===== config.mk =====
export PLATFORM = sky130hd
export DESIGN_NAME = arbitro_rr_sched
export DESIGN_NICKNAME = d
export VERILOG_FILES = /design/src/rtl/arbitro_rr_sched.sv
export SDC_FILE = /design/constraint.sdc
export NUM_CORES = 1
export LEC_CHECK = 0
export ABC_AREA = 1
export CELL_PAD_IN_SITES_DETAIL_PLACEMENT = 0
export CELL_PAD_IN_SITES_GLOBAL_PLACEMENT = 1
export CORE_ASPECT_RATIO = 0.7
export CORE_MARGIN = 3
export CORE_UTILIZATION = 32
export DETAILED_ROUTE_END_ITERATION = 16
export PLACE_DENSITY_LB_ADDON = 0.15
export SETUP_SLACK_MARGIN = 0.3
export SLEW_MARGIN = 5
export SYNTH_ARGS = -nofsm -noshare
export SYNTH_HDL_FRONTEND = slang
export SYNTH_SLANG_ARGS = --single-unit

===== constraint.sdc =====
create_clock -name clk -period 5.6 [get_ports clk]
set_input_delay 1.12 -clock clk [delete_from_list [all_inputs] [get_ports clk]]
set_output_delay 1.12 -clock clk [all_outputs]
set_load 0.1 [all_outputs]

===== src/rtl/arbitro_rr_sched.sv =====
// Round-robin scheduler: moves one word per cycle from four input FIFOs
// to the output FIFO selected by the word's top two bits.
module arbitro_rr_sched #(
    parameter int unsigned DATA_WIDTH = 10,
    parameter int unsigned CNT_WIDTH  = 16
) (
    input  logic                  clk,
    input  logic                  reset_L,
    input  logic                  init,
    input  logic [3:0]            empty_p,
    input  logic [3:0]            almostfull_p,
    input  logic [DATA_WIDTH-1:0] data_in0,
    input  logic [DATA_WIDTH-1:0] data_in1,
    input  logic [DATA_WIDTH-1:0] data_in2,
    input  logic [DATA_WIDTH-1:0] data_in3,
    output logic [3:0]            pop_p,
    output logic [3:0]            push_p,
    output logic [DATA_WIDTH-1:0] data_out,
    output logic [1:0]            state,
    output logic                  idle,
    output logic [CNT_WIDTH-1:0]  words_sent
);

    typedef enum logic [1:0] {
        ST_RESET  = 2'b00,
        ST_INIT   = 2'b01,
        ST_IDLE   = 2'b10,
        ST_ACTIVE = 2'b11
    } state_t;

    state_t                state_q;
    state_t                state_d;
    logic [1:0]            last_q;
    logic                  grant_vld;
    logic [1:0]            grant_idx;
    logic [DATA_WIDTH-1:0] sel_data;
    logic [1:0]            dest;
    logic [3:0]            dest_onehot;
    logic                  eligible;

    assign state = state_q;

    // Round-robin search starting after the last granted port.
    always_comb begin
        logic [1:0] cand;
        pop_p     = 4'b0000;
        grant_vld = 1'b0;
        grant_idx = last_q;
        cand      = last_q;
        eligible  = ((state_q == ST_IDLE) || (state_q == ST_ACTIVE)) &&
                    !init && (almostfull_p == 4'b0000);
        if (eligible) begin
            for (int i = 1; i <= 4; i++) begin
                cand = last_q + 2'(i);
                if (!grant_vld && !empty_p[cand]) begin
                    grant_vld = 1'b1;
                    grant_idx = cand;
                end
            end
        end
        if (grant_vld) begin
            pop_p[grant_idx] = 1'b1;
        end
    end

    // Head word of the granted port and its destination strobe.
    always_comb begin
        sel_data = data_in0;
        case (grant_idx)
            2'd0:    sel_data = data_in0;
            2'd1:    sel_data = data_in1;
            2'd2:    sel_data = data_in2;
            default: sel_data = data_in3;
        endcase
        dest        = sel_data[DATA_WIDTH-1 -: 2];
        dest_onehot = 4'b0001 << dest;
    end

    // Controller next state; init overrides everything except RESET.
    always_comb begin
        state_d = state_q;
        case (state_q)
            ST_RESET: state_d = ST_INIT;
            ST_INIT: begin
                if (!init) state_d = ST_IDLE;
            end
            ST_IDLE: begin
                if (init) begin
                    state_d = ST_INIT;
                end else if ((empty_p != 4'hF) && (almostfull_p == 4'b0000)) begin
                    state_d = ST_ACTIVE;
                end
            end
            ST_ACTIVE: begin
                if (init) begin
                    state_d = ST_INIT;
                end else if ((empty_p == 4'hF) && (push_p == 4'b0000)) begin
                    state_d = ST_IDLE;
                end
            end
            default: state_d = ST_RESET;
        endcase
    end

    // Controller state register and idle flag.
    always_ff @(posedge clk or negedge reset_L) begin
        if (!reset_L) begin
            state_q <= ST_RESET;
            idle    <= 1'b0;
        end else begin
            state_q <= state_d;
            idle    <= (state_d == ST_IDLE) && !grant_vld;
        end
    end

    // Datapath: register popped word, push it next cycle, track rotation.
    always_ff @(posedge clk or negedge reset_L) begin
        if (!reset_L) begin
            push_p   <= 4'b0000;
            data_out <= '0;
            last_q   <= 2'd3;
        end else begin
            if (grant_vld) begin
                push_p   <= dest_onehot;
                data_out <= sel_data;
                last_q   <= grant_idx;
            end else begin
                push_p <= 4'b0000;
                if (state_q == ST_INIT) begin
                    last_q <= 2'd3;
                end
            end
        end
    end

    // Wrapping count of completed pushes, cleared while in INIT.
    always_ff @(posedge clk or negedge reset_L) begin
        if (!reset_L) begin
            words_sent <= '0;
        end else if (state_q == ST_INIT) begin
            words_sent <= '0;
        end else if (push_p != 4'b0000) begin
            words_sent <= words_sent + CNT_WIDTH'(1);
        end
    end

endmodule


## Word level (Yosys, flattened, before mapping)

Index checks and enable logic that the tools add are counted.

| operators by class | value |
|---|---|
| reductions and logical operators | 25 |
| $add $sub $neg | 4 |
| mux-type cells | 36 |
| magnitude comparators | 6 |
| shift operators | 1 |
| eq/ne operators | 8 |

Operator list:

| kind | number |
|---|---|
| 2-to-1 mux 16 bit | 2 |
| one-hot mux 10 bit (3 select lines) | 1 |
| 2-to-1 mux 2 bit | 12 |
| adder 16 x 1 -> 16 bit (second input constant) | 1 |
| less-than comparator 2 x 3 -> 1 bit (second input constant) | 5 |
| 2-to-1 mux 1 bit | 13 |
| logical AND 1 bit | 9 |
| binary-select mux 1 bit (select 2 bit) | 4 |
| equality test 2 bit (second input constant) | 4 |
| zero test 1 bit | 8 |
| zero test 4 bit | 2 |
| 2-to-1 mux 4 bit | 2 |
| one-hot mux 2 bit (4 select lines) | 1 |
| adder 2 bit (second input constant) | 2 |
| equality test 2 x 1 -> 1 bit (second input constant) | 2 |
| equality test 4 bit (second input constant) | 1 |
| zero test 2 bit | 2 |
| != test 4 bit (second input constant) | 1 |
| nonzero test 2 bit | 2 |
| nonzero test 4 bit | 1 |
| left shift 1 x 2 -> 4 bit (first input constant) | 1 |
| adder 2 x 1 -> 2 bit (second input constant) | 1 |
| demux 1 bit (select 2 bit) | 1 |
| >= comparator 2 x 1 -> 1 bit (second input constant) | 1 |
| logical OR 1 bit | 1 |

| storage, ports and cells | value |
|---|---|
| word-level logic and storage cells | 86 |
| register bits after elaboration | 35 |
| input bits | 51 |
| output and inout port bits | 37 |

## Depth between registers and ports, before layout

Gate-level depths: netlist (run 1).

| depth | value |
|---|---|
| word-level depth | 22 |
| gate-level depth with buffers | 19 |
| mapped depth without buffers | 17 |

## Worst setup path before layout (run 1)

Ideal clock, no wire load.

| timing | value |
|---|---|
| path kind | input to output |
| start | in almostfull_p[3] |
| end | out pop_p[0] |
| cell stages on the path | 8 |
| arrival time | 3.366 ns |
| path slack | 1.114 ns |
| cell sequence | nor2_1 > nand2_1 > nor3_2 > inv_1 > nor2_2 > inv_1 > buf_2 > nor2_1 |

| on the way | value |
|---|---|
| word-level cells in the longest chain between the ends | 8 |
| elaborated cells on any way between the ends | 10 |
| classes of those cells | order compare: 2; mux: 5; reduce/logical: 3 |

Ends and longest elaborated chain:

| item | line | text |
|---|---|---|
| start: declaration | 11 | `input logic [3:0] almostfull_p,` |
| zero test 4 bit (*) | 51 | `!init && (almostfull_p == 4'b0000);` |
| logical AND 1 bit (*) | 51 |  |
| 2-to-1 mux 2 bit | 52 | `if (eligible) begin` |
| less-than comparator 2 x 3 -> 1 bit (implied by the code) / >= comparator 2 x 1 -> 1 bit (equally long branches) | 62 | `pop_p[grant_idx] = 1'b1;` |
| logical AND 1 bit (implied by the code) | 62 |  |
| 2-to-1 mux 1 bit (implied by the code) | 62 |  |
| demux 1 bit (select 2 bit) | 62 |  |
| 2-to-1 mux 4 bit (*) | 61 | `if (grant_vld) begin` |
| end: declaration | 16 | `output logic [3:0] pop_p,` |

Every way passes the cells marked *; elsewhere a longest branch is shown, timed or not.

## Worst setup path in the final report (run 1)

| timing | value |
|---|---|
| start | in empty_p[0] |
| end | out pop_p[3] |

| on the way | value |
|---|---|
| word-level cells in the longest chain between the ends | 21 |
| elaborated cells on any way between the ends | 36 |
| classes of those cells | order compare: 2; mux: 24; reduce/logical: 10 |

Ends and longest elaborated chain:

| item | line | text |
|---|---|---|
| start: declaration | 10 | `input logic [3:0] empty_p,` |
| binary-select mux 1 bit (select 2 bit) | 55 | `if (!grant_vld && !empty_p[cand]) begin` |
| 2-to-1 mux 1 bit (implied by the code) | 55 |  |
| 2-to-1 mux 1 bit | 55 |  |
| 2-to-1 mux 1 bit | 52 |  |
| zero test 1 bit | 55 |  |
| logical AND 1 bit | 55 |  |
| 2-to-1 mux 1 bit | 55 |  |
| 2-to-1 mux 1 bit | 52 |  |
| [5 not listed] | n/a |  |
| logical AND 1 bit | 55 |  |
| 2-to-1 mux 2 bit | 55 |  |
| 2-to-1 mux 2 bit | 52 |  |
| less-than comparator 2 x 3 -> 1 bit (implied by the code) / >= comparator 2 x 1 -> 1 bit (equally long branches) | 62 |  |
| logical AND 1 bit (implied by the code) | 62 |  |
| 2-to-1 mux 1 bit (implied by the code) | 62 |  |
| demux 1 bit (select 2 bit) | 62 |  |
| 2-to-1 mux 4 bit (*) | 61 |  |

Every way passes the cells marked *; elsewhere a longest branch is shown, timed or not. The select of a mux whose other input is x is not followed.

==> results_dict.tcl, run 1 <==
set metrics [dict create \
    seq_area_frac_synth 0.397 \
    drt_first_iter_violations 102 \
    synth.avg_cell_area_um2 6.81 \
    cp.required_ns 4.48 \
    grt_setup_unrepaired "no" \
    rr_endpoint "data_out[9]" \
    finalInstanceArea_mm2 0.00324 \
    grt_pass1_vias 2144 \
    synth_compound_area_frac 0.0825 \
    wl_per_cell_um 12.4 \
    yosys_most_used_dff "dfrtp_1" \
    yosys.area.top_type "dfrtp_1" \
    rows 24 \
    place_area_mm2 0.00315 \
    synth_top_family_by_area "simple AND/OR/NAND/NOR gates" \
    power_density_mw_per_mm2 218 \
    ios 88 \
    port_buffers 87 \
    syn-cell-area_mm2 0.00221 \
    r2r_cells 15 \
    holdPathStages 2 \
    slew_violations 0 \
    grt.overflow.total 0 \
    post_cts_buffers 0 \
    reg2reg_from "last_q[0]" \
    utilization 0.502 \
    drive_above_1_share 0.108 \
    die_y_um 75.6 \
    synth-async-reset-ratio 1.00 \
    cp_data_arrival_time_ns 3.13 \
    netlist_top_cells_area "dfrtp_1, nand2_1, nor2_1" \
    rrSetupSlack_ns 3.18 \
    hpwl_um 4960 \
    track_usage 0.157 \
    synth-adder-area-share 0.00565 \
    leakagePower_nw 1.43 \
    die_x_um 105 \
    min_to "data_out[1]" \
    synth_xor_area_frac 0 \
    max_stage_delay_ns 0.50 \
    synth_cell_type_count 27 \
    fin_setup_tns_ns 0 \
    dieArea_mm2 0.00797 \
    clk_pin_slew_worst_paths_ns 0.06 \
    ant_nets 0 \
    finalCritPeriodShare 0.759 \
    critPathSlowestCell "clkdlybuf4s50_1" \
    cp_common_cell "nand2_1" \
    skew_ns 0.0171 \
    crit_type "in2out" \
    drc 0 \
    clockBufferDepth 2 \
    grt_pass1_wl_um 9950 \
    antenna_cells 0 \
    hold_buffers 0 \
    crit_path_start_kind "input port" \
    syn_to_final_growth_pct 46.4 \
    max-vdd-ir-drop_v 0.000190 \
    gp_congestion 0.776 \
    maxSlewHeadroom 0.322 \
    antenna_found_initial 0 \
    via_count 2324 \
    start_util 0.343 \
    synth_edf_count 0 \
    path_cells "clkdlybuf4s50_1, nand2_1, nand2_2, nand2_1, nand2_1, inv_2, nand3_1, nand2_1, nand2_1, nand2_2, nand2_4, nand3_1, buf_4, nor2_1, buf_4" \
    synthMuxAreaShare 0 \
    ys_seq_elements 35 \
    holdCritPathClass "reg2reg" \
    yosys_warnings 0 \
    status "completed" \
    cts_buffers 5 \
    setup_violations 0 \
    cts_tree "yes" \
    grt_max_degree 36 \
    post_drt_via_cell_ratio 4.59 \
    tightest_slew_ns 1.01 \
    fin_crit_ns 4.25 \
    wl_um 6260 \
    clock-sinks 35 \
    hold_viol 0 \
    maxCapViolCount 0 \
    cts-root-buf "clkbuf_8" \
    htreeDepth 2 \
    core_area_mm2 0.00646 \
    syn_nets 377 \
    hold_start "data_out[1]" \
    end_kind "primary output" \
    cts_resized 0 \
    drt-pass1-iter-count 4 \
    max_freq_mhz 235 \
    yosys.area_share.simple 0.427 \
    synthCells 325 \
    final_nets 466 \
    yosys.area.top_type_share 0.373 \
    crit_fanout 15 \
    clk_latency_ns 0.29 \
]
## layer usage
metal | wire (um) | part of all wire | up-vias | global-route usage
met2 | 2620 | 0.42 | 74 | 0.240
met1 | 3060 | 0.49 | 1034 | 0.212
met4 | 22 | 0.0035 | 0 | 0.0262
met3 | 556 | 0.089 | 5 | 0.0660
li1 | - | - | 1211 | -
met5 | 0 | 0 | - | 0
## cell usage in the layout (no fill, tap or decap), types with 2 or more instances in the layout
| cell type | n |
|---|---|
| nor2_1 | 44 |
| nor3_2 | 3 |
| nand3_2 | 2 |
| nor2_2 | 2 |
| dfstp_2 | 2 |
| inv_2 | 7 |
| nand3_1 | 24 |
| nand4_1 | 6 |
| clkbuf_8 | 6 |
| inv_1 | 29 |
| clkdlybuf4s50_1 | 83 |
| nand2_2 | 10 |
| o21ai_0 | 19 |
| nand2_1 | 105 |
| nand2_4 | 3 |
| a21oi_1 | 13 |
| buf_4 | 7 |
| dfrtp_1 | 33 |
| nor3_1 | 8 |
## state kept, by name, indices dropped and copies added, names as in the netlist
signal	flops
words_sent	16
data_out	10
push_p	4
last_q	2
state	2
idle	1
## cell families after synthesis
logic type | count (synthesis)
DFF | 35
adders and majority gates | 1
AOI/OAI and AO/OA | 35
and+or+nand+nor | 210
buffers and inverters | 44
## worst max-delay path: cells and delay by family
kind	cells	cell delay (ns)
buf+inv	4	1.04
simple gates	11	0.95
## cell type report
type                    count  area [um2]
fillers                   652        3210
well taps                  91         114
clock buffers               7        86.3
clock inverters             1        5.00
multi-input cells         246        1140
inverters                  36         135
repair buffers             90         883
flip-flops and latches     35         878
## worst max-delay path by stage
stage                    start       end  slack, ns  cells after the start
2_1_floorplan  almostfull_p[3]  pop_p[0]       1.11                      8
3_3_place_gp   almostfull_p[3]  pop_p[0]       1.39                     10
3_5_place_dp        empty_p[0]  pop_p[3]       1.37                     15
4_1_cts             empty_p[0]  pop_p[3]       1.36                     15
5_1_grt        almostfull_p[3]  pop_p[3]       1.15                     10
6_report            empty_p[0]  pop_p[3]       1.35                     15
## cell usage after synthesis, types with 6 or more instances
cell and instances:
nor2_1 44, inv_2 7, nand2_2 10, o21ai_0 19, nand2_1 105, nor3_1 8
dfrtp_1 33, nand3_1 24, inv_1 29, a21oi_1 13, nand4_1 6
## power by group
group | switching [mW] | internal (mW)
Clock | 0.0860 | 0.0991
Sequential | 0.00952 | 0.269
Combinational | 0.171 | 0.0731
Total | 0.267 | 0.441
## through the flow
| stage | hold WS (ns) | power [mW] | cells | worst slack, ns |
|---|---|---|---|---|
| after floorplan | 0.646 | 0.441 | 325 | 1.11 |
| after global placement | 0.463 | 0.528 | 498 | 1.39 |
| after detailed placement | 0.465 | 0.528 | 498 | 1.37 |
| after CTS | 0.492 | 0.718 | 506 | 1.36 |
| after global routing | 0.524 | 0.742 | 506 | 1.15 |
| final | 0.484 | 0.708 | 506 | 1.35 |
No activity file was read; power rests on OpenSTA's default activity.
==> run 2, diff against run 1 <==
--- a/config.mk
+++ b/config.mk
@@ -10,7 +10,7 @@
 export CELL_PAD_IN_SITES_GLOBAL_PLACEMENT = 1
 export CORE_ASPECT_RATIO = 0.7
 export CORE_MARGIN = 3
-export CORE_UTILIZATION = 32
+export CORE_UTILIZATION = 27
 export DETAILED_ROUTE_END_ITERATION = 16
 export PLACE_DENSITY_LB_ADDON = 0.15
 export SETUP_SLACK_MARGIN = 0.3
==> constraint.sdc (replaced) <==
create_clock -name clk -period 3.7 [get_ports clk]
set_input_delay 0.74 -clock clk [delete_from_list [all_inputs] [get_ports clk]]
set_output_delay 0.74 -clock clk [all_outputs]
set_load 0.1 [all_outputs]
==> run 2 against run 1 <==
  * Total power grew 81%
  * Sequential share of layout area shrank 1.7 points
  * Count of clock-buffer cells in the layout shrank 1
  * Highest routed layer is now met3
  * Die area grew 17%
  * Critical path depth shrank 1
==> results_dict.tcl, run 2 (synthesized netlist as in run 1, its figures left out) <==
set metrics [dict create \
    status "completed" \
    wl_per_cell_um 13.0 \
    drt-pass1-iter-count 4 \
    cts_buffers 5 \
    cts_tree "yes" \
    rows 26 \
    crit_type "in2out" \
    end_kind "primary output" \
    hold_viol 0 \
    setup_violations 0 \
    fillers 825 \
    pwr-share-seq 0.330 \
    maxCapViolCount 0 \
    post_drt_via_cell_ratio 4.47 \
    core_area_mm2 0.00761 \
    drive_above_1_share 0.132 \
    max-vdd-ir-drop_v 0.000428 \
    cts-root-buf "clkbuf_16" \
    dieArea_mm2 0.00934 \
    track_usage 0.150 \
    ant_nets 0 \
    grt.overflow.total 0 \
    cp.required_ns 2.96 \
    multi_input_area_mm2 0.00120 \
    power_density_mw_per_mm2 370 \
    p_int_uw 852 \
    max_freq_mhz 308 \
    crit_fanout 7 \
    final_nets 467 \
    drt_first_iter_violations 120 \
    p_comb_frac 0.291 \
    clockBufferDepth 2 \
    crit_path_start_kind "input port" \
    wl_um 6660 \
    gp_congestion 0.789 \
    hpwl_um 5230 \
    htreeDepth 2 \
    via_count 2298 \
    drc 0 \
    port_buffers 87 \
    largest_reg_flops 16 \
    switchingPower_uw 427 \
    utilization 0.454 \
    clkPwrFrac 0.379 \
    grt_pass1_vias 2313 \
    fin_setup_tns_ns 0 \
    leakagePower_nw 1.52 \
    grt_max_degree 36 \
    maxSlewHeadroom 0.314 \
    ios 88 \
    final_cell_mix "nand2_1, clkdlybuf4s50_1, nor2_1, dfrtp_1, inv_1" \
    slew_violations 0 \
    clk_latency_ns 0.27 \
    finalCritPeriodShare 0.878 \
    antenna_found_initial 0 \
    largestRegisters "words_sent (16), data_out (10), push_p (4)" \
    finalPower_mw 1.28 \
    clk_pin_slew_worst_paths_ns 0.05 \
    switching_share 0.334 \
    fin_crit_ns 3.25 \
    cp_data_arrival_time_ns 2.51 \
    grt_setup_unrepaired "yes" \
    syn_to_final_growth_pct 56.2 \
    grt_pass1_wl_um 11100 \
    dp.cells 504 \
    start_util 0.291 \
    clock-sinks 35 \
    regArea_um2 878 \
    top_register "words_sent" \
    antenna_cells 0 \
    die_x_um 114 \
    tightest_slew_ns 1.03 \
    final_common_cell "nand2_1" \
    skew_ns 0.00198 \
    holdCritPathClass "reg2reg" \
    instances_no_fill 514 \
    die_y_um 81.8 \
]
[run 2: cell types whose count changed in the layout (fill, tap and decap cells not counted), sizes merged]
cell and change:
buf +2, clkbuf -1, clkdlybuf4s50 -3, clkinv +1, inv -1, dlymetal6s2s +2
bufinv +1
[run 2: critical path, cell delays in order]
cell,delay (ns)
clkdlybuf4s50_1,0.48
nand2_1,0.07
nand2_2,0.10
nand2_2,0.08
nand2_4,0.09
nand2_2,0.06
nand3_1,0.06
nand2_1,0.07
nor2_1,0.11
nand2_2,0.10
nand2_4,0.13
nand2_2,0.08
nor2_4,0.15
buf_12,0.18
[run 2: final cells by class]
| cell class | instances | area share |
|---|---|---|
| clock buffer | 6 | 0.0401 |
| tap | 98 | 0.0354 |
| sequential | 35 | 0.254 |
| timing repair buffer | 91 | 0.272 |
| clock inverter | 2 | 0.0101 |
| multi-input combinational | 246 | 0.346 |
| inverter | 36 | 0.0427 |
[run 2: timing repair]
action                     CTS  global route
pin swaps                    0             7
buffers inserted             0             2
setup endpoints to repair    1             4
hold buffers                 0             0
gates resized for setup      2            11
[run 2: final timing paths]
check	from	endpoint	slack, ns	depth (start not counted)
worst max-delay path	empty_p[2]	pop_p[1]	0.45	14
worst min-delay path	data_out[8]	data_out[8]	0.47	2
worst max register to register	last_q[0]	data_out[9]	1.25	15
worst min register to register	data_out[8]	data_out[8]	0.47	2
max in group asynchronous	reset_L	data_out[0]	2.64	1
min in group asynchronous	reset_L	words_sent[6]	0.56	1
[run 2: metal layers]
metal	global-route usage	part of all wire	vias up
li1	-	-	1214
met1	0.210	0.48	1016
met2	0.224	0.43	68
met3	0.0574	0.086	0
met4	0.0214	0	0
met5	0	0	-
[run 2: through the flow]
stage,setup slack (ns),instance area [um2],hold slack [ns]
after detailed placement,0.284,3220,0.465
after global placement,0.348,3220,0.465
after global routing,0.293,3460,0.513
after CTS,0.353,3400,0.479
final,0.451,3460,0.475
after floorplan,0.121,2230,0.444
[run 2: power groups by stage]
stage          Combinational, mW  Clock (mW)  Sequential, mW
2_1_floorplan             0.0587           0           0.609
3_3_place_gp               0.372           0           0.428
3_5_place_dp               0.373           0           0.427
4_1_cts                    0.374       0.497           0.422
5_1_grt                    0.392       0.517           0.427
6_report                   0.372       0.485           0.422
